**config.mk**
```make
export PLATFORM = sky130hd
export DESIGN_NAME = latch_ex_mem
export DESIGN_NICKNAME = d
export VERILOG_FILES = /design/src/rtl/latch_ex_mem_pkg.sv /design/src/rtl/latch_ex_mem.sv
export SDC_FILE = /design/constraint.sdc
export NUM_CORES = 1
export LEC_CHECK = 0
export ABC_CLOCK_PERIOD_IN_PS = 900
export CAP_MARGIN = 20
export CORE_MARGIN = 1.5
export CORE_UTILIZATION = 34
export DETAILED_ROUTE_END_ITERATION = 10
export HOLD_SLACK_MARGIN = 0.15
export PLACE_DENSITY = 0.77
export SYNTH_ARGS = -nofsm -noshare
export SYNTH_HDL_FRONTEND = slang
export SYNTH_SLANG_ARGS = --single-unit
```
**constraint.sdc**
```tcl
create_clock -name i_clk -period 0.9 [get_ports i_clk]
set_input_delay 0.09 -clock i_clk [delete_from_list [all_inputs] [get_ports i_clk]]
set_output_delay 0.09 -clock i_clk [all_outputs]
set_load 0.1 [all_outputs]
```
**src/rtl/latch_ex_mem_pkg.sv**
```systemverilog
// -----------------------------------------------------------------------------
// mips_defs
//  Shared definitions for the 5-stage MIPS core pipeline registers.
//  - Write-back source select encodings (WB_SRC_*)
//  - Memory access width encodings (MEM_*)
//  - Default datapath and register-address widths
// -----------------------------------------------------------------------------
package mips_defs;

   localparam int DEF_BITS_SIZE = 32;
   localparam int DEF_BITS_REGS = 5;

   // Write-back source select
   localparam logic [1:0] WB_SRC_ALU = 2'b00;
   localparam logic [1:0] WB_SRC_MEM = 2'b01;
   localparam logic [1:0] WB_SRC_PC8 = 2'b10;

   // Memory access width
   localparam logic [1:0] MEM_BYTE = 2'b00;
   localparam logic [1:0] MEM_HALF = 2'b01;
   localparam logic [1:0] MEM_WORD = 2'b11;

endpackage

```
**src/rtl/latch_ex_mem.sv**
```systemverilog
// -----------------------------------------------------------------------------
// latch_ex_mem
//  EX/MEM pipeline register. Captures the EX-stage results (ALU result, store
//  data, PC+8, destination register) and the MEM/WB control bits, and presents
//  them to the MEM stage and the forwarding unit one cycle later.
//
//  Edge action priority: step gate (hold) > flush (bubble) > stall (hold) >
//  capture. A sticky halt flag is set by a valid HALT and is only cleared by
//  reset; while it is set, captured instructions are neutralised.
//
//  Ports
//   i_clk, i_rst_n        clock, asynchronous active-low reset
//   i_step                debug-unit enable; nothing changes while 0
//   i_stall / i_flush     hold / insert bubble
//   i_valid               EX holds a real instruction
//   i_mux_register_rd     destination register
//   i_alu_result          ALU output / effective address
//   i_rt_data             store data
//   i_pc8                 link value for JAL/JALR
//   i_reg_write .. i_mem_unsigned   MEM/WB control
//   i_halt                HALT instruction in EX
//   o_*                   registered copies; o_halt is the sticky halt flag
// -----------------------------------------------------------------------------
module latch_ex_mem
   import mips_defs::*;
#(
   parameter int BITS_SIZE = DEF_BITS_SIZE,
   parameter int BITS_REGS = DEF_BITS_REGS
) (
   input  logic                 i_clk,
   input  logic                 i_rst_n,
   input  logic                 i_step,
   input  logic                 i_stall,
   input  logic                 i_flush,
   input  logic                 i_valid,
   input  logic [BITS_REGS-1:0] i_mux_register_rd,
   input  logic [BITS_SIZE-1:0] i_alu_result,
   input  logic [BITS_SIZE-1:0] i_rt_data,
   input  logic [BITS_SIZE-1:0] i_pc8,
   input  logic                 i_reg_write,
   input  logic [1:0]           i_mem_to_reg,
   input  logic                 i_mem_read,
   input  logic                 i_mem_write,
   input  logic [1:0]           i_mem_width,
   input  logic                 i_mem_unsigned,
   input  logic                 i_halt,
   output logic                 o_valid,
   output logic [BITS_REGS-1:0] o_register_rd,
   output logic [BITS_SIZE-1:0] o_alu_result,
   output logic [BITS_SIZE-1:0] o_rt_data,
   output logic [BITS_SIZE-1:0] o_pc8,
   output logic                 o_reg_write,
   output logic [1:0]           o_mem_to_reg,
   output logic                 o_mem_read,
   output logic                 o_mem_write,
   output logic [1:0]           o_mem_width,
   output logic                 o_mem_unsigned,
   output logic                 o_halt
);

   logic                 r_valid;
   logic [BITS_REGS-1:0] r_register_rd;
   logic [BITS_SIZE-1:0] r_alu_result;
   logic [BITS_SIZE-1:0] r_rt_data;
   logic [BITS_SIZE-1:0] r_pc8;
   logic                 r_reg_write;
   logic [1:0]           r_mem_to_reg;
   logic                 r_mem_read;
   logic                 r_mem_write;
   logic [1:0]           r_mem_width;
   logic                 r_mem_unsigned;
   logic                 r_halt;

   logic w_live;
   logic w_valid;
   logic w_reg_write;
   logic w_mem_read;
   logic w_mem_write;
   logic w_halt_set;

   // Qualified control for a capture edge. The halt flag used here is the one
   // already registered, so the HALT instruction itself still passes through
   // as valid; only instructions captured after it are neutralised.
   always_comb begin
      w_live      = i_valid & ~r_halt;
      w_valid     = w_live;
      // $zero is never a write target
      w_reg_write = i_reg_write & w_live & (i_mux_register_rd != '0);
      w_mem_write = i_mem_write & w_live;
      // read+write in one instruction resolves to a store
      w_mem_read  = i_mem_read & ~i_mem_write & w_live;
      w_halt_set  = i_halt & i_valid;
   end

   always_ff @(posedge i_clk or negedge i_rst_n) begin
      if (!i_rst_n) begin
         r_valid        <= 1'b0;
         r_register_rd  <= '0;
         r_alu_result   <= '0;
         r_rt_data      <= '0;
         r_pc8          <= '0;
         r_reg_write    <= 1'b0;
         r_mem_to_reg   <= WB_SRC_ALU;
         r_mem_read     <= 1'b0;
         r_mem_write    <= 1'b0;
         r_mem_width    <= MEM_BYTE;
         r_mem_unsigned <= 1'b0;
         r_halt         <= 1'b0;
      end else if (i_step) begin
         if (i_flush) begin
            // Bubble: control and datapath cleared; width/unsigned and halt kept
            r_valid       <= 1'b0;
            r_register_rd <= '0;
            r_alu_result  <= '0;
            r_rt_data     <= '0;
            r_pc8         <= '0;
            r_reg_write   <= 1'b0;
            r_mem_to_reg  <= WB_SRC_ALU;
            r_mem_read    <= 1'b0;
            r_mem_write   <= 1'b0;
         end else if (!i_stall) begin
            r_valid        <= w_valid;
            r_register_rd  <= i_mux_register_rd;
            r_alu_result   <= i_alu_result;
            r_rt_data      <= i_rt_data;
            r_pc8          <= i_pc8;
            r_reg_write    <= w_reg_write;
            r_mem_to_reg   <= i_mem_to_reg;
            r_mem_read     <= w_mem_read;
            r_mem_write    <= w_mem_write;
            r_mem_width    <= i_mem_width;
            r_mem_unsigned <= i_mem_unsigned;
            r_halt         <= r_halt | w_halt_set;
         end
      end
   end

   assign o_valid        = r_valid;
   assign o_register_rd  = r_register_rd;
   assign o_alu_result   = r_alu_result;
   assign o_rt_data      = r_rt_data;
   assign o_pc8          = r_pc8;
   assign o_reg_write    = r_reg_write;
   assign o_mem_to_reg   = r_mem_to_reg;
   assign o_mem_read     = r_mem_read;
   assign o_mem_write    = r_mem_write;
   assign o_mem_width    = r_mem_width;
   assign o_mem_unsigned = r_mem_unsigned;
   assign o_halt         = r_halt;

endmodule

```
==> summary.txt <==
Run status
  • Status: complete, but fails checks
  • Failing checks: negative setup slack

CTS
  • CTS clk-pin slew, worst paths: 70 ps
  • Clk_lat worst skew: 340 ps
  • CTS root buf: clkbuf_16
  • Sink Count: 111
  • Clock buffer depth: 2
  • CTS Buf Count: 9
  • Depth of the CTS H-tree: 3
  • CTS tree: yes

Global route
  • Vias in the first global route: 3861
  • Largest net degree at the start of global routing: 50
  • Remaining Overflow, GRT: 0
  • GRT Util Overall: 23.6%
  • Initial antenna violation count: 0
  • First-pass GRT wire length: 22400 µm

Yosys
  • Largest area contributor in the netlist: dfrtp_1
  • Mapped cell area: 3970 µm²
  • Cells after synthesis: 253
  • Syn_nets: 369
  • Synth top area share: 70.1%
  • Area contributors post-synth: dfrtp_1 70%, a22o_1 23%, buf_2 2.1%
  • Yosys cell types: 17
  • Mean area per synthesized cell: 15.7 µm²
  • Ys Warns: 0
  • Yosys reg bits: 111
  • Sequential area share after synthesis: 70.1%

Worst hold path
  • Worst Min Path Start: i_alu_result[23]
  • Hold Path Class: primary input to flip-flop
  • Hold path cells: 2
  • Hold worst-path end: o_alu_result[23]

Floorplan
  • Rows: 39
  • Initial Util: 34.7%
  • DIE HEIGHT: 111 µm
  • Area of the core: 11400 µm²
  • Die span in x: 111 µm
  • Top Ports: 227
  • Die ar.: 12300 µm²

Layout
  • Most frequent cells in the layout: 116 x buf_12, 111 x clkdlybuf4s50_1, 107 x dfrtp_4
  • Filler Cell Count: 686
  • Register area: 3180 µm²
  • Multi-input logic area: 1050 µm²
  • Antenna cell count: 0
  • Commonest non-fill, non-tap cell in the layout: buf_12
  • Layout cell share with drive strength beyond 1: 56.9%
  • Total Nets Final: 632
  • Syn-to-layout area delta: 119%

Detailed routing
  • Initial drt markers: 242
  • Detail Route Antenna Nets: 0
  • Via density: 5.19
  • First drt pass iteration count: 4
  • Drc violations: 0
  • Drt wl/cell: 21.6 µm
  • Final WL: 14300 µm
  • DR vias: 3439

Setup path
  • Critical path class: flip-flop to primary output
  • Worst setup path start: o_halt
  • Setup slack, reg-to-reg: -110 ps
  • Max stage delay on crit path: 470 ps
  • Crit Path Max Fanout: 2
  • Worst setup EP type: primary output
  • Crit start category: flip-flop
  • CP max stage cell: dfrtp_4
  • CP Data Arrival Time: 1100 ps
  • Cells along the critical path: buf_6 -> buf_12
  • Worst R2R End: o_halt
  • R2R Path Start: o_halt
  • CP required: 810 ps
  • Register-to-Register Path Depth: 3

Timing
  • Fmax achieved: 841 MHz
  • Slew @ Worst Pin: 271 ps
  • Hold_ws: 340 ps
  • Setup TNS: -23900 ps
  • RSZ-0062 raised after global routing: yes
  • Setup violators final: 134
  • Worst Setup Slack, final: -289 ps
  • Crit path time final: 1190 ps
  • Slew Limit Fails: 0
  • Worst Skew: 1.22 ps
  • Worst rel slew slack: 81.9%
  • Fin crit share: 132%
  • Final Hold Viols: 0

Place
  • IO Port Bufs: 226
  • Hpwl dp: 9710 µm
  • Placer Congestion: 0.774

Run
  • Max-cap violations: 0

Pwr
  • Maximum vdd drop: 2100 µV
  • Pleak: 3.60 nW
  • Pwr dens: 1890 nW/µm²
[per-layer routing]
metal  vias to the layer above  track usage, %  wire (µm)
met2                       155            41.3       7510
met1                      1778            28.3       5680
li1                       1491               -          -
met5                         -               0          0
met3                        15            7.65        957
met4                         0            5.47        162
[Yosys cell counts (all sizes together)]
cell type  instances
and3b              1
dfrtp            111
o21ai              1
a22o             104
mux2               3
nand2              1
a21o               1
buf               23
a31o               1
inv                2
a32o               2
nor2               1
nor3               1
nor3b              1
[where the power goes]
group          switching (mW)  internal, mW  total, mW
Sequential              0.476          5.63       6.11
Clock                    1.80          2.30       4.10
Combinational            3.72          2.56       6.28
[through the flow]
| step | std cells | worst slack [ps] | util, % | total power [mW] | cell area (µm²) |
|---|---|---|---|---|---|
| floorplan | 253 | -313 | - | 9.40 | 4370 |
| global placement | 615 | -593 | 69.8 | 12.1 | 7970 |
| detailed placement | 615 | -660 | 69.8 | 12.2 | 7970 |
| CTS | 656 | -306 | 75.5 | 16.5 | 8620 |
| global route | 663 | -326 | 76.2 | 16.9 | 8700 |
| finish | 663 | -289 | 76.2 | 16.5 | 8700 |
[critical path, delay by kind of cell (launching register included)]
family | cells | cell delay (ps)
flip-flops | 1 | 470
buffers and inverters | 2 | 270
[kinds of logic (layout without fill, tap and decap cells)]
family / count (synthesis) / after routing / share of synthesized area, %
flip-flops: 111 / 111 / 70.1
AO/OA/AOI/OAI: 109 / 109 / 24.3
buffers and inverters: 25 / 292 / 3.94
AND/OR/NAND/NOR: 5 / 5 / 0.852
multiplexers: 3 / 3 / 0.852
[final cells by class]
class	count	area share (%)
Sequential cell	111	36.6
Clock buffer	12	2.95
Timing Repair Buffer	275	45.8
Multi-Input combinational cell	117	12.0
Clock inverter	3	0.489
Tap cell	143	2.06
Inverter	2	0.0863
[timing repair]
action / in CTS / in global routing
hold buffers: 1 / 0
hold endpoints to repair: 111 / 0
gates resized for setup: 30 / 15
setup buffers: 21 / 13
cloned: 4 / 2
pin swaps: 4 / 10
setup endpoints to repair: 222 / 158
[how the worst max path moves through the flow]
stage,to,slack [ps],cells past startpoint
detailed placement,o_rt_data[8],-660,5
floorplan,o_mem_read,-310,2
CTS,o_halt,-310,2
global placement,o_reg_write,-590,5
finish,o_halt,-290,2
global route,o_halt,-330,2
(Power assumes the default switching activity.)
